--- config.mk ---
export PLATFORM = sky130hd
export DESIGN_NAME = mips_multicycle_control
export DESIGN_NICKNAME = d
export VERILOG_FILES = /design/src/rtl/mips_multicycle_control.sv
export SDC_FILE = /design/constraint.sdc
export NUM_CORES = 1
export LEC_CHECK = 0
export BUFFER_PORTS_ARGS = -buffer_cell sky130_fd_sc_hd__buf_2
export CAP_MARGIN = 20
export CORE_AREA = 2 2 43 45
export CTS_BUF_LIST = sky130_fd_sc_hd__clkbuf_8 sky130_fd_sc_hd__clkbuf_16
export CTS_CLUSTER_SIZE = 10
export DETAILED_ROUTE_END_ITERATION = 8
export DIE_AREA = 0 0 45 47
export GPL_TIMING_DRIVEN = 0
export PLACE_DENSITY_LB_ADDON = 0.08
export SYNTH_ARGS = -nofsm -noshare
export SYNTH_HDL_FRONTEND = slang
export SYNTH_SLANG_ARGS = --single-unit
--- constraint.sdc ---
create_clock -name clk -period 2.25 [get_ports clk]
set_clock_uncertainty 0.2 [all_clocks]
set_input_delay 0.45 -clock clk [delete_from_list [all_inputs] [get_ports clk]]
set_output_delay 0.45 -clock clk [all_outputs]
set_load 0.01 [all_outputs]
--- src/rtl/mips_multicycle_control.sv ---
// Multicycle MIPS-I subset control unit.
// Steps each instruction through fetch/decode/execute/memory/writeback.
// Drives the datapath mux selects and write enables, and sends aluop to
// the ALU in the ALU's own 3-bit encoding.
module mips_multicycle_control (
    input  logic       clk,
    input  logic       reset,
    input  logic [5:0] op,
    input  logic [5:0] funct,
    input  logic       zero,
    output logic       iord,
    output logic       memwrite,
    output logic       irwrite,
    output logic       regdst,
    output logic       memtoreg,
    output logic       regwrite,
    output logic       alusrca,
    output logic [1:0] alusrcb,
    output logic [2:0] aluop,
    output logic [1:0] pcsrc,
    output logic       pcen,
    output logic       retire,
    output logic       illegal,
    output logic [3:0] state
);

    // State encodings (visible on the state port)
    localparam logic [3:0] S_FETCH    = 4'd0;
    localparam logic [3:0] S_DECODE   = 4'd1;
    localparam logic [3:0] S_MEMADR   = 4'd2;
    localparam logic [3:0] S_MEMRD    = 4'd3;
    localparam logic [3:0] S_MEMWB    = 4'd4;
    localparam logic [3:0] S_MEMWR    = 4'd5;
    localparam logic [3:0] S_RTYPEEX  = 4'd6;
    localparam logic [3:0] S_RTYPEWB  = 4'd7;
    localparam logic [3:0] S_BRANCHEX = 4'd8;
    localparam logic [3:0] S_IMMEX    = 4'd9;
    localparam logic [3:0] S_IMMWB    = 4'd10;
    localparam logic [3:0] S_JEX      = 4'd11;

    // Opcodes
    localparam logic [5:0] OP_RTYPE = 6'b000000;
    localparam logic [5:0] OP_LW    = 6'b100011;
    localparam logic [5:0] OP_SW    = 6'b101011;
    localparam logic [5:0] OP_BEQ   = 6'b000100;
    localparam logic [5:0] OP_BNE   = 6'b000101;
    localparam logic [5:0] OP_ADDI  = 6'b001000;
    localparam logic [5:0] OP_SLTI  = 6'b001010;
    localparam logic [5:0] OP_J     = 6'b000010;

    // R-type funct codes
    localparam logic [5:0] F_ADD  = 6'b100000;
    localparam logic [5:0] F_ADDU = 6'b100001;
    localparam logic [5:0] F_SUB  = 6'b100010;
    localparam logic [5:0] F_SUBU = 6'b100011;
    localparam logic [5:0] F_AND  = 6'b100100;
    localparam logic [5:0] F_OR   = 6'b100101;
    localparam logic [5:0] F_SLT  = 6'b101010;

    // ALU operation encodings
    localparam logic [2:0] ALU_AND = 3'b000;
    localparam logic [2:0] ALU_OR  = 3'b001;
    localparam logic [2:0] ALU_ADD = 3'b010;
    localparam logic [2:0] ALU_SUB = 3'b110;
    localparam logic [2:0] ALU_SLT = 3'b111;

    // ALU B operand selects
    localparam logic [1:0] B_REG   = 2'b00;
    localparam logic [1:0] B_FOUR  = 2'b01;
    localparam logic [1:0] B_IMM   = 2'b10;
    localparam logic [1:0] B_IMMSH = 2'b11;

    // Next-PC selects
    localparam logic [1:0] PC_ALURES = 2'b00;
    localparam logic [1:0] PC_ALUOUT = 2'b01;
    localparam logic [1:0] PC_JUMP   = 2'b10;

    logic [3:0] state_q, state_d;
    logic [3:0] out_st;
    logic       funct_ok;
    logic [2:0] rtype_aluop;
    logic       decode_ok;

    // R-type funct decode: legality and the matching ALU operation
    always_comb begin
        funct_ok    = 1'b1;
        rtype_aluop = ALU_ADD;
        case (funct)
            F_ADD, F_ADDU: rtype_aluop = ALU_ADD;
            F_SUB, F_SUBU: rtype_aluop = ALU_SUB;
            F_AND:         rtype_aluop = ALU_AND;
            F_OR:          rtype_aluop = ALU_OR;
            F_SLT:         rtype_aluop = ALU_SLT;
            default:       funct_ok    = 1'b0;
        endcase
    end

    // Instruction legality as seen in DECODE
    always_comb begin
        decode_ok = 1'b0;
        case (op)
            OP_LW, OP_SW, OP_BEQ, OP_BNE,
            OP_ADDI, OP_SLTI, OP_J: decode_ok = 1'b1;
            OP_RTYPE:               decode_ok = funct_ok;
            default:                decode_ok = 1'b0;
        endcase
    end

    // State register with synchronous reset to FETCH
    always_ff @(posedge clk) begin
        if (reset) state_q <= S_FETCH;
        else       state_q <= state_d;
    end

    // Next-state logic; unused codes 12-15 fall back to FETCH
    always_comb begin
        state_d = S_FETCH;
        case (state_q)
            S_FETCH:  state_d = S_DECODE;
            S_DECODE: begin
                if (!decode_ok) begin
                    state_d = S_FETCH;
                end else begin
                    case (op)
                        OP_LW, OP_SW:     state_d = S_MEMADR;
                        OP_RTYPE:         state_d = S_RTYPEEX;
                        OP_BEQ, OP_BNE:   state_d = S_BRANCHEX;
                        OP_ADDI, OP_SLTI: state_d = S_IMMEX;
                        OP_J:             state_d = S_JEX;
                        default:          state_d = S_FETCH;
                    endcase
                end
            end
            S_MEMADR:   state_d = (op == OP_LW) ? S_MEMRD : S_MEMWR;
            S_MEMRD:    state_d = S_MEMWB;
            S_MEMWB:    state_d = S_FETCH;
            S_MEMWR:    state_d = S_FETCH;
            S_RTYPEEX:  state_d = S_RTYPEWB;
            S_RTYPEWB:  state_d = S_FETCH;
            S_BRANCHEX: state_d = S_FETCH;
            S_IMMEX:    state_d = S_IMMWB;
            S_IMMWB:    state_d = S_FETCH;
            S_JEX:      state_d = S_FETCH;
            default:    state_d = S_FETCH;
        endcase
    end

    // While reset is held the outputs show FETCH, with its enables masked
    assign out_st = reset ? S_FETCH : state_q;
    assign state  = state_q;

    // Moore output decode; everything not set in a state stays 0
    always_comb begin
        iord     = 1'b0;
        memwrite = 1'b0;
        irwrite  = 1'b0;
        regdst   = 1'b0;
        memtoreg = 1'b0;
        regwrite = 1'b0;
        alusrca  = 1'b0;
        alusrcb  = B_REG;
        aluop    = ALU_AND;
        pcsrc    = PC_ALURES;
        pcen     = 1'b0;
        retire   = 1'b0;
        illegal  = 1'b0;
        case (out_st)
            S_FETCH: begin
                alusrcb = B_FOUR;
                aluop   = ALU_ADD;
                irwrite = ~reset;
                pcen    = ~reset;
            end
            S_DECODE: begin
                // Branch target is precomputed into ALUOut here
                alusrcb = B_IMMSH;
                aluop   = ALU_ADD;
                illegal = ~decode_ok;
                retire  = ~decode_ok;
            end
            S_MEMADR: begin
                alusrca = 1'b1;
                alusrcb = B_IMM;
                aluop   = ALU_ADD;
            end
            S_MEMRD: begin
                iord = 1'b1;
            end
            S_MEMWB: begin
                memtoreg = 1'b1;
                regwrite = 1'b1;
                retire   = 1'b1;
            end
            S_MEMWR: begin
                iord     = 1'b1;
                memwrite = 1'b1;
                retire   = 1'b1;
            end
            S_RTYPEEX: begin
                alusrca = 1'b1;
                alusrcb = B_REG;
                aluop   = rtype_aluop;
            end
            S_RTYPEWB: begin
                regdst   = 1'b1;
                regwrite = 1'b1;
                retire   = 1'b1;
            end
            S_BRANCHEX: begin
                alusrca = 1'b1;
                alusrcb = B_REG;
                aluop   = ALU_SUB;
                pcsrc   = PC_ALUOUT;
                pcen    = (op == OP_BNE) ? ~zero : zero;
                retire  = 1'b1;
            end
            S_IMMEX: begin
                alusrca = 1'b1;
                alusrcb = B_IMM;
                aluop   = (op == OP_SLTI) ? ALU_SLT : ALU_ADD;
            end
            S_IMMWB: begin
                regwrite = 1'b1;
                retire   = 1'b1;
            end
            S_JEX: begin
                pcsrc  = PC_JUMP;
                pcen   = 1'b1;
                retire = 1'b1;
            end
            default: ;
        endcase
    end

endmodule

* Yosys cells after proc, flatten, opt, wreduce, memory -nomap -nowiden
Index checks and enable logic that the tools add are counted.
** Storage, ports and cells
- Flip-flop bits (word level) :: 4
- Input port bits :: 15
- Output and inout bits :: 21
** Cells by class
- Eq/ne operators :: 30
- Muxes and demuxes :: 23
- Bitwise operators :: 3
- Reduce and logical (&&, ||, !) cells :: 15
** Operators with widths (number)
- equality test 6 bit (second input constant) :: 9
- one-hot mux 3 bit (4 select lines) :: 2
- one-hot mux 4 bit (6 select lines) :: 1
- equality test 4 x 3 -> 1 bit (second input constant) :: 5
- equality test 4 bit (second input constant) :: 5
- one-hot mux 4 bit (5 select lines) :: 1
- equality test 4 x 2 -> 1 bit (second input constant) :: 4
- OR reduction 7 bit :: 2
- equality test 6 x 3 -> 1 bit (second input constant) :: 2
- equality test 6 x 4 -> 1 bit (second input constant) :: 2
- OR reduction 2 bit :: 6
- two-way mux 1 bit :: 10
- equality test 4 x 1 -> 1 bit (second input constant) :: 2
- zero test 4 bit :: 2
- two-way mux 4 bit :: 2
- equality test 6 x 2 -> 1 bit (second input constant) :: 1
- zero test 6 bit :: 1
- two-way mux 3 bit :: 2
- one-hot mux 2 bit (3 select lines) :: 1
- OR reduction 3 bit :: 2
- OR reduction 6 bit :: 1
- one-hot mux 1 bit (2 select lines) :: 2
- one-hot mux 2 bit (2 select lines) :: 1
- OR reduction 4 bit :: 1
- other kinds (2) :: 4

* Depth between registers and ports, before layout
- Word-level depth :: 6
- Depth in mapped cells :: 6
- Mapped depth without buffers :: 5

* Worst setup path before layout
Ideal clock, no wire load.
- Kind :: input to output
- Start :: input port op[2]
- End :: output port aluop[0]
- Arrival time :: 1.607 ns
- Data required time :: 1.600 ns
- Setup slack :: -0.007 ns
- Cell stages on the path :: 4
- Cells stage by stage :: or2_1 > or4_1 > or3_1 > o21ai_0
** On the way
- Cells in the longest elaborated chain, start to end :: 3
** RTL lines
- from (decl) :: line 8 : input logic [5:0] op,
- equality test 6 x 4 -> 1 bit :: line 220 : aluop = (op == OP_SLTI) ? ALU_SLT : ALU_ADD;
- two-way mux 3 bit :: line 220
- one-hot mux 3 bit (4 select lines) :: line 167 : case (out_st)
- to (decl) :: line 19 : output logic [2:0] aluop,
No other way between the ends.

* Worst setup path after layout
- Start :: input port op[4]
- End :: output port aluop[0]
Same word-level chain as after synthesis.

==> summary.txt <==
Power share of the combinational group - 0.337
Detailed router's first-iteration violation count - 17
Fraction of layout cells with a size suffix above 1 - 0.469
Die area - 2120 um^2
Failing checks - setup timing
Status - complete, but fails checks
Max Fclk - 405 MHz
Grt peak-use layer - met2
Final Max Slew Viols - 0
Routed Antenna Nets - 0
Wirelength, routed - 2220 um
Wire length per cell - 13.7 um
Met2 Usage GRT - 0.349
Post-synth top area share - 0.121
Net count, final - 162
Highest-delay cell along the critical path - or4_4
Clock share of power - 0.438
Syn Inst Count - 100
Leakage - 0.505 nW
Final Cycle Share - 1.10
CP arrival - 1.82 ns
Die Y-Extent - 47 um
PwrDens - 315 nW/um^2
H-tree Lvls - 1
Critical Path Source Type - input pin
Slew @ Worst Pin - 0.450 ns
Clk Latency, worst-skew pair - 0.21 ns
Crit path buf inv count - 2
I/O pin count - 36
Vias per cell - 5.83
Row cnt - 15
Total track usage - 0.214
Vias in the first global route - 765
Yosys cell types - 39
Sequential share of power - 0.225
Starting Density - 0.401
Max-cap violations - 0
Pin count of the biggest net entering global routing - 11
CTS Sinks - 4
Minimum clock period - 2.47 ns
Core Region - 1650 um^2
Synth Register Bits - 4
Pint - 0.238 mW
Setup violators final - 4
Setup CP Type - in -> out
Sw Pwr - 0.0984 mW
Fin. Hold Viols - 0
Sequential fraction of the synthesis area - 0.121
Largest cells by area after synthesis - dfxtp_1 12%, nor2_1 6.8%, a21oi_1 6.0%
Max FFs per register - 4
Net Count, Synth - 115
CP top delay family - simple AND/OR/NAND/NOR gates
Critical Path, Cell by Cell - buf_6, or2_4, or4_4, or3_4, o21ai_1, buf_2
Slew headroom - 0.700
Synth area leader - dfxtp_1
GPL Wtd Cong - 0.869
Cts hold-fix bufs - 0
Final Util - 0.648
Residual DRC - 0
Initial DRT Pass Iterations - 4
Die W - 45 um
Area delta synth->final - 61.6%
Worst-path clk slew - 0.03 ns
Hold Crit Class - in -> reg
CP Max Fanout - 2
Mapped cell area - 662 um^2
Initial antenna violation count - 0
Sw Ratio - 0.292
HPWL Detailed - 1550 um
Grt met1 use - 0.268
RSZ-0062 raised after global routing - true
Worst EP required - 1.60 ns
Port Buffer Count - 35
Setup slack after layout - -0.218 ns
Number of buffers created by CTS - 3
Total Power - 0.337 mW
M3 GR Usage - 0.0385
Peak VDD IR - 0.151 mV
First-pass GRT wire length - 3310 um
CTS root buf - clkbuf_8
Inserted Diodes - 0
Mapped Avg Cell Area - 6.62 um^2
CTS Buffer Depth - 2
CTS tree - built
Commonest cells after routing, fill and taps aside - 30 x buf_2, 10 x nor2_1, 9 x nand2_1, 9 x buf_4, 7 x a21oi_1
Most common cell after layout, fill and taps aside - buf_2
Yosys warns - 0
Slowest stage delay, CP - 0.48 ns
Remaining Overflow, GRT - 0
Vias - 945
CP Capture Type - output pin
==> cells by family after synthesis <==
logic type | Yosys count | synth area share
compound gates | 30 | 0.312
flops | 4 | 0.121
mux | 1 | 0.0170
simple gates | 54 | 0.459
xor+xnor | 2 | 0.0265
buf+inv | 9 | 0.0643
==> power groups by stage <==
stage          combinational, mW  sequential, mW  clock (mW)
5_1_grt                    0.124          0.0758       0.157
3_3_place_gp              0.0862          0.0780           0
3_5_place_dp              0.0881          0.0781           0
4_1_cts                    0.103          0.0772       0.151
2_1_floorplan             0.0486          0.0783           0
6_report                   0.114          0.0756       0.148
==> cell usage after synthesis <==
master / instances
nor3_1: 6
xor2_1: 1
nor2b_1: 1
dfxtp_1: 4
nor4b_1: 1
a21o_1: 5
nand4b_1: 1
or3_1: 2
o31ai_1: 3
o21a_1: 1
a221oi_1: 1
o21ai_0: 5
o2111ai_1: 1
nand2b_1: 5
o41ai_1: 1
nand3_1: 3
nor2_1: 12
inv_1: 3
or4_1: 3
a31oi_1: 1
nand4_1: 1
a211oi_1: 1
o211ai_1: 1
xnor2_1: 1
or2_1: 1
and3_1: 2
a21oi_1: 8
a2111oi_2: 1
a2111o_1: 1
or4_4: 1
mux2_2: 1
buf_2: 1
nand3b_1: 2
nor4_1: 1
nand2_1: 9
buf_6: 1
or2_2: 2
nand3b_4: 1
clkbuf_1: 4
==> routing by layer <==
metal / vias up / wire length [um]
li1: 468 / -
met5: - / 0
met2: 43 / 1140
met1: 432 / 929
met3: 2 / 134
met4: 0 / 17
==> stage by stage <==
| step | setup WS (ns) | std cells | area [um^2] | hold slack [ns] | setup TNS (ns) |
|---|---|---|---|---|---|
| 2_1_floorplan | -0.00510 | 100 | 662 | 0.461 | -0.00510 |
| 3_3_place_gp | -0.302 | 152 | 858 | 0.496 | -0.969 |
| 3_5_place_dp | -0.314 | 152 | 858 | 0.504 | -1.03 |
| 4_1_cts | -0.224 | 158 | 1010 | 0.405 | -0.540 |
| 5_1_grt | -0.251 | 162 | 1070 | 0.420 | -0.799 |
| 6_report | -0.218 | 162 | 1070 | 0.383 | -0.492 |
==> worst register-to-register path, delay by kind of cell, from the launching register on <==
family	cells	cell delay, ns
flip-flops	1	0.35
buffers and inverters	1	0.14
AO/OA/AOI/OAI	3	0.44
AND/OR/NAND/NOR	2	0.43
==> area by class of cell <==
| type | count | area (um^2) |
|---|---|---|
| Fill cell | 161 | 582 |
| Timing Repair Buffer | 43 | 267 |
| Buffer | 5 | 28.8 |
| Inverter | 3 | 11.3 |
| Sequential cell | 4 | 88.8 |
| Tap cell | 17 | 21.3 |
| Clock buffer | 3 | 41.3 |
| Multi-Input combinational cell | 87 | 612 |
==> timing repair <==
action / in CTS / in global routing
setup buffers: 3 / 5
pin swaps: 6 / 10
endpoints found under the setup margin: 11 / 7
gates resized for setup: 21 / 12
==> final timing paths <==
check | start | endpoint | slack, ns | cells past startpoint
worst min register to register | state[2] | state[3] | 0.41 | 2
worst max register to register | state[2] | state[1] | 0.59 | 6
worst min-delay path | op[0] | state[1] | 0.38 | 4
worst max-delay path | op[4] | aluop[0] | -0.22 | 6
(Power assumes the default switching activity.)
